==> src/rtl/fxp_pkg.sv <==
// Shared definitions for the Q8.8 fixed-point arithmetic blocks.
package fxp_pkg;

  localparam int FXP_W    = 16;
  localparam int FXP_FRAC = 8;

  localparam logic [FXP_W-1:0] FXP_MAX = 16'h7FFF;
  localparam logic [FXP_W-1:0] FXP_MIN = 16'h8000;

  typedef enum logic [1:0] {
    IDLE = 2'd0,
    CALC = 2'd1,
    DONE = 2'd2
  } fxp_div_state_t;

  // Unsigned magnitude of a two's-complement word; 0x8000 maps to 32768.
  function automatic logic [FXP_W-1:0] fxp_abs(input logic [FXP_W-1:0] v);
    return v[FXP_W-1] ? (~v + 1'b1) : v;
  endfunction

endpackage

==> src/rtl/fxp_div_step.sv <==
// One restoring-division iteration: shift the next numerator bit into the
// partial remainder, trial-subtract the divisor, keep the difference when
// it does not go negative.
module fxp_div_step #(
  parameter int WIDTH = 16
) (
  input  logic [WIDTH-1:0] rem_in,
  input  logic             nbit,
  input  logic [WIDTH-1:0] divisor,
  output logic [WIDTH-1:0] rem_out,
  output logic             qbit
);

  logic [WIDTH:0] shifted;

  // Remainder stays below the divisor, so the shifted value fits WIDTH+1 bits.
  always_comb begin
    shifted = {rem_in, nbit};
    qbit    = (shifted >= {1'b0, divisor});
    rem_out = qbit ? WIDTH'(shifted - {1'b0, divisor}) : shifted[WIDTH-1:0];
  end

endmodule

==> src/rtl/fxp_div.sv <==
// Sequential signed Q8.8 divider (restoring, one quotient bit per clock).
// Optional build macro: FXP_DIV_ROUND_EN -- computes one extra quotient bit
// and rounds the magnitude to nearest (ties away from zero) before saturation.
// Without it the quotient truncates toward zero.
module fxp_div
  import fxp_pkg::*;
#(
  parameter int WIDTH = FXP_W,
  parameter int FRAC  = FXP_FRAC
) (
  input  logic                    clk,
  input  logic                    rst_n,
  input  logic                    start_valid,
  output logic                    start_ready,
  input  logic signed [WIDTH-1:0] a,
  input  logic signed [WIDTH-1:0] b,
  output logic                    res_valid,
  input  logic                    res_ready,
  output logic signed [WIDTH-1:0] quotient,
  output logic                    div_by_zero,
  output logic                    overflow
);

`ifdef FXP_DIV_ROUND_EN
  localparam int RB = 1;
`else
  localparam int RB = 0;
`endif
  // Numerator |a| << FRAC, plus one guard bit when rounding.
  localparam int NW   = WIDTH + FRAC + RB;
  localparam int MW   = NW + 1;
  localparam int ITER = NW;
  localparam int CW   = $clog2(ITER + 1);

  fxp_div_state_t state, state_nxt;

  logic             accept;
  logic [NW-1:0]    num_r;
  logic [NW-1:0]    quo_r;
  logic [WIDTH-1:0] rem_r;
  logic [WIDTH-1:0] dvs_r;
  logic [CW-1:0]    cnt_r;
  logic             sign_r;
  logic             a_neg_r;
  logic             dbz_r;
  logic [WIDTH-1:0] rem_nxt;
  logic             qbit;
  logic [WIDTH:0]   fin;

  function automatic logic [MW-1:0] round_mag(input logic [NW-1:0] q);
`ifdef FXP_DIV_ROUND_EN
    // q carries one extra fractional bit; adding half an LSB rounds ties up.
    return ({1'b0, q} + MW'(1)) >> 1;
`else
    return {1'b0, q};
`endif
  endfunction

  // Returns {overflow, quotient}: clamp the magnitude to the side of the
  // range selected by the sign, otherwise apply the sign.
  function automatic logic [WIDTH:0] saturate(input logic [MW-1:0] mag, input logic neg);
    logic [MW-1:0] limit;
    limit = neg ? MW'(FXP_MIN) : MW'(FXP_MAX);
    if (mag > limit)
      return {1'b1, neg ? WIDTH'(FXP_MIN) : WIDTH'(FXP_MAX)};
    return {1'b0, neg ? (~mag[WIDTH-1:0] + 1'b1) : mag[WIDTH-1:0]};
  endfunction

  fxp_div_step #(.WIDTH(WIDTH)) u_step (
    .rem_in  (rem_r),
    .nbit    (num_r[NW-1]),
    .divisor (dvs_r),
    .rem_out (rem_nxt),
    .qbit    (qbit)
  );

  assign accept = start_valid & start_ready;

  // State register.
  always_ff @(posedge clk or negedge rst_n) begin
    if (!rst_n) state <= IDLE;
    else        state <= state_nxt;
  end

  // Next-state logic: divide-by-zero skips the iterations entirely.
  always_comb begin
    state_nxt = state;
    case (state)
      IDLE: if (accept) state_nxt = (b == '0) ? DONE : CALC;
      CALC: if (cnt_r == CW'(ITER - 1)) state_nxt = DONE;
      DONE: if (res_valid && res_ready) state_nxt = IDLE;
      default: state_nxt = IDLE;
    endcase
  end

  // Output logic: operands are only taken while idle.
  always_comb begin
    start_ready = (state == IDLE);
  end

  // Final result selection from the raw quotient magnitude.
  always_comb begin
    if (dbz_r) fin = {1'b0, a_neg_r ? WIDTH'(FXP_MIN) : WIDTH'(FXP_MAX)};
    else       fin = saturate(round_mag(quo_r), sign_r);
  end

  // Operand capture, iteration datapath and result registers.
  always_ff @(posedge clk or negedge rst_n) begin
    if (!rst_n) begin
      num_r       <= '0;
      quo_r       <= '0;
      rem_r       <= '0;
      dvs_r       <= '0;
      cnt_r       <= '0;
      sign_r      <= 1'b0;
      a_neg_r     <= 1'b0;
      dbz_r       <= 1'b0;
      res_valid   <= 1'b0;
      quotient    <= '0;
      div_by_zero <= 1'b0;
      overflow    <= 1'b0;
    end else begin
      if (accept) begin
        sign_r  <= a[WIDTH-1] ^ b[WIDTH-1];
        a_neg_r <= a[WIDTH-1];
        dbz_r   <= (b == '0);
        dvs_r   <= fxp_abs(b);
        num_r   <= {fxp_abs(a), {(FRAC + RB){1'b0}}};
        quo_r   <= '0;
        rem_r   <= '0;
        cnt_r   <= '0;
      end else if (state == CALC) begin
        num_r <= num_r << 1;
        rem_r <= rem_nxt;
        quo_r <= {quo_r[NW-2:0], qbit};
        cnt_r <= cnt_r + 1'b1;
      end

      // First DONE cycle finalizes; outputs then hold until the handshake.
      if (state == DONE && !res_valid) begin
        res_valid   <= 1'b1;
        quotient    <= fin[WIDTH-1:0];
        overflow    <= fin[WIDTH];
        div_by_zero <= dbz_r;
      end else if (res_valid && res_ready) begin
        res_valid <= 1'b0;
      end
    end
  end

endmodule

==> config.mk <==
export PLATFORM = sky130hd
export DESIGN_NAME = fxp_div
export DESIGN_NICKNAME = d
export VERILOG_FILES = /design/src/rtl/fxp_pkg.sv /design/src/rtl/fxp_div_step.sv /design/src/rtl/fxp_div.sv
export SDC_FILE = /design/constraint.sdc
export NUM_CORES = 1
export LEC_CHECK = 0
export ABC_AREA = 1
export CAP_MARGIN = 20
export CELL_PAD_IN_SITES_DETAIL_PLACEMENT = 0
export CELL_PAD_IN_SITES_GLOBAL_PLACEMENT = 1
export CORE_MARGIN = 2
export CORE_UTILIZATION = 34
export DETAILED_ROUTE_END_ITERATION = 12
export PLACE_DENSITY_LB_ADDON = 0.1
export SLEW_MARGIN = 40
export SYNTH_ARGS = -nofsm -noshare
export SYNTH_HDL_FRONTEND = slang
export SYNTH_SLANG_ARGS = --single-unit
export TNS_END_PERCENT = 10
==> constraint.sdc <==
create_clock -name clk -period 2.16 [get_ports clk]
set_input_delay 0.216 -clock clk [delete_from_list [all_inputs] [get_ports clk]]
set_output_delay 0.216 -clock clk [all_outputs]
set_load 0.05 [all_outputs]
==> results.py <==
metrics = {
    "status": {
        "status": "completed",
    },
    "synth": {
        "synth_top_family_by_area": "simple AND/OR/NAND/NOR gates",
        "yosysSeqAreaShare_pct": 35.9,
        "ys_types": 43,
        "synth_edf_count": 0,
        "async_reset_ff_share_pct": 100,
        "yosysWarnings": 0,
        "synth_xor_area_share_pct": 4.48,
        "yosys.area_share.simple_pct": 33.0,
        "synthCells": 994,
        "syn-cell-area_um2": 7030,
        "ys.flop_type": "dfrtp_1",
        "ys_ff_latch": 101,
        "synth_fp_nets": 1067,
        "synth_area_per_cell_um2": 7.08,
        "synth_fa_ha_area_share_pct": 6.69,
        "synth_compound_area_share_pct": 10.1,
        "muxShareOfSynthArea_pct": 0,
    },
    "timing": {
        "post-route-period-util_pct": 98.0,
        "max_freq_mhz": 473,
        "tightest_slew_ns": 0.558,
        "hold_slack_ns": 0.316,
        "maxSlewHeadroom_pct": 62.7,
        "hold_viol": 0,
        "rsz0062_at_grt": "true",
        "finalClockSkew_ns": 0.00803,
        "period_minus_slack_ns": 2.12,
        "finalMaxSlewViolations": 0,
        "setup_violations": 0,
    },
    "drt": {
        "post_drt_wl_per_cell_um": 13.9,
        "ant_nets": 0,
        "route.detailed.drc": 0,
        "via_per_inst": 4.62,
        "drtPass1Iterations": 4,
        "vias": 6272,
        "drt-initial-drc-count": 245,
        "finalWirelength_mm": 18.8,
    },
    "worst_setup_path": {
        "crit_required_ns": 2.46,
        "cp_slowest_stage_delay_ns": 0.45,
        "arrival_ns": 2.42,
        "endpoint_kind": "flop",
        "cpMostUsedCell": "nand2_1",
        "cp_cell_sequence": "buf_6 > buf_4 > ha_4 > nand2_4 > nor2_4 > a21boi_0 > nor2_2 > nand2_4 > nand3_2 > buf_6 > nand2_1 > nand2_1 > nand2_1",
        "start_kind": "flop",
        "cp_max_fo": 8,
        "crit_path_top_delay_cell": "dfrtp_2",
        "setup.worst_path.class": "reg -> reg",
    },
    "floorplan": {
        "core-area_um2": 20300,
        "initial_utilization_pct": 34.7,
        "ios": 56,
        "fp.dieW_um": 148,
        "num_rows": 52,
        "fp.dieH_um": 148,
        "fp.dieArea_um2": 21900,
    },
    "final_layout": {
        "finish.utilization_pct": 42.8,
        "nNetsFinal": 1155,
        "instances_no_fill": 1357,
        "drive_gt1_share_pct": 12.5,
        "area_growth_pct": 23.4,
        "final_common_cell": "nand2_1",
        "layout_common_cells": "nand2_1 (337), inv_1 (129), dfrtp_1 (100)",
        "fin_area_um2": 8680,
        "diodes": 0,
        "seq_area_um2": 2530,
        "num-fill-cells": 2167,
        "multi_input_comb_area_um2": 3980,
    },
    "grt": {
        "grt_pass1_wl_mm": 31.4,
        "grt_max_degree": 37,
        "grt-ovfl-total": 0,
        "grt_use_total_pct": 17.8,
        "antenna_found_initial": 0,
        "first_global_vias": 6127,
    },
    "run": {
        "max_cap_violations": 0,
    },
    "clocking": {
        "cts_tree": "done",
        "clockBufferDepth": 2,
        "numCtsBuffers": 9,
        "cts.sinks": 101,
        "clkTransAtPathRegs_ns": 0.08,
        "clockRootBuffer": "clkbuf_16",
        "htreeDepth": 3,
        "clk-insertion-delay-late_ns": 0.36,
    },
    "power_and_ir_drop": {
        "p_leak_nw": 4.51,
        "irDropWorstVdd_v": 0.000531,
        "power_per_cell_area_nw_per_um2": 1800,
    },
    "placement": {
        "hpwl_mm": 14.1,
        "port_buffers": 55,
        "gp_congestion": 0.797,
        "postPlaceCellArea_um2": 8090,
        "dp.cells": 1328,
    },
    "worst_hold_path": {
        "hold_class": "in -> async",
    },
}
## registers in the layout, indices dropped and copies added, names as in the netlist, 2 cells and up
| register | flops |
|---|---|
| cnt_r | 5 |
| dvs_r | 16 |
| num_r | 16 |
| quo_r | 24 |
| quotient | 16 |
| rem_r | 16 |
| state | 2 |
## per-layer routing
metal / up-vias / part of all wire [%] / track usage (%)
met1: 2837 / 53 / 26.5
met5: - / 0 / 0
met4: 0 / 0.84 / 3.86
li1: 3343 / - / -
met3: 9 / 3.4 / 2.99
met2: 83 / 43 / 27.1
## where the power goes
part	switching (mW)	leakage, nW	total (mW)	internal (mW)
registers	0.555	1.29	3.29	2.74
clock network	0.840	0.157	1.77	0.934
logic	6.64	3.07	10.6	3.96
total	8.04	4.51	15.7	7.63
## critical path: cells and delay by family (launching register included)
family,cells,cell delay (ns)
simple gates,8,0.66
flops,1,0.45
buf+inv,3,0.42
fa+ha+maj,1,0.26
compound gates,1,0.26
## final cells by class
type                            instances  share of cell area (%)
Timing Repair Buffer                  109                    11.7
Inverter                              136                    5.88
Sequential cell                       101                    29.1
Multi-Input combinational cell        725                    45.8
Clock inverter                          7                    1.05
Tap cell                              270                    3.89
Clock buffer                            9                    2.59
## stage by stage
stage                     total power, mW  setup WS, ns  TNS [ns]
after floorplan                      10.7        0.0105         0
after CTS                            15.1       0.00225         0
after global placement               13.3        0.0746         0
final                                15.7        0.0436         0
after global routing                 17.3       -0.0853     -1.23
after detailed placement             13.3        0.0226         0
## path summary, 6_finish.rpt
path	depth (start not counted)	endpoint	slack (ns)	start
worst min-delay path	2	num_r[20]	0.32	rst_n
worst max-delay path	13	quotient[9]	0.04	sign_r
max in group asynchronous	3	rem_r[11]	1.26	rst_n
worst min register to register	2	div_by_zero	0.47	div_by_zero
worst max register to register	13	quotient[9]	0.04	sign_r
min in group clk	2	res_valid	0.47	res_ready
## synthesized netlist by cell type, types with 3 or more instances
| master | n | area share (%) |
|---|---|---|
| nor3_1 | 13 | 0.92 |
| nand3b_1 | 21 | 2.2 |
| nand4_1 | 9 | 0.80 |
| nand2_2 | 16 | 1.4 |
| a21oi_1 | 33 | 2.3 |
| nand2_4 | 3 | 0.48 |
| buf_2 | 7 | 0.50 |
| o22ai_1 | 24 | 2.1 |
| ha_1 | 36 | 6.4 |
| nand3_1 | 44 | 3.1 |
| inv_2 | 6 | 0.32 |
| buf_4 | 4 | 0.43 |
| xnor2_1 | 5 | 0.62 |
| nor2_1 | 59 | 3.1 |
| o21ai_0 | 53 | 3.8 |
| nand2_1 | 344 | 18 |
| xor2_1 | 31 | 3.9 |
| clkbuf_1 | 17 | 0.91 |
| dfrtp_1 | 101 | 36 |
| nand3_2 | 10 | 1.4 |
| inv_1 | 130 | 6.9 |
## kinds of logic after synthesis
kind of cell	count (synthesis)
buffers and inverters	169
DFF	101
xor gates and xnor gates	36
and+or+nand+nor	526
adders and majority gates	37
AOI/OAI and AO/OA	125
## what timing repair did
action | 4_1_cts | 5_1_grt
endpoints found under the setup margin | 0 | 32
hold buffers | 1 | 0
buffers inserted | 0 | 11
hold endpoints to repair | 22 | 0
resized for setup | 0 | 38
Note: power is estimated with default switching activity, not from simulation.
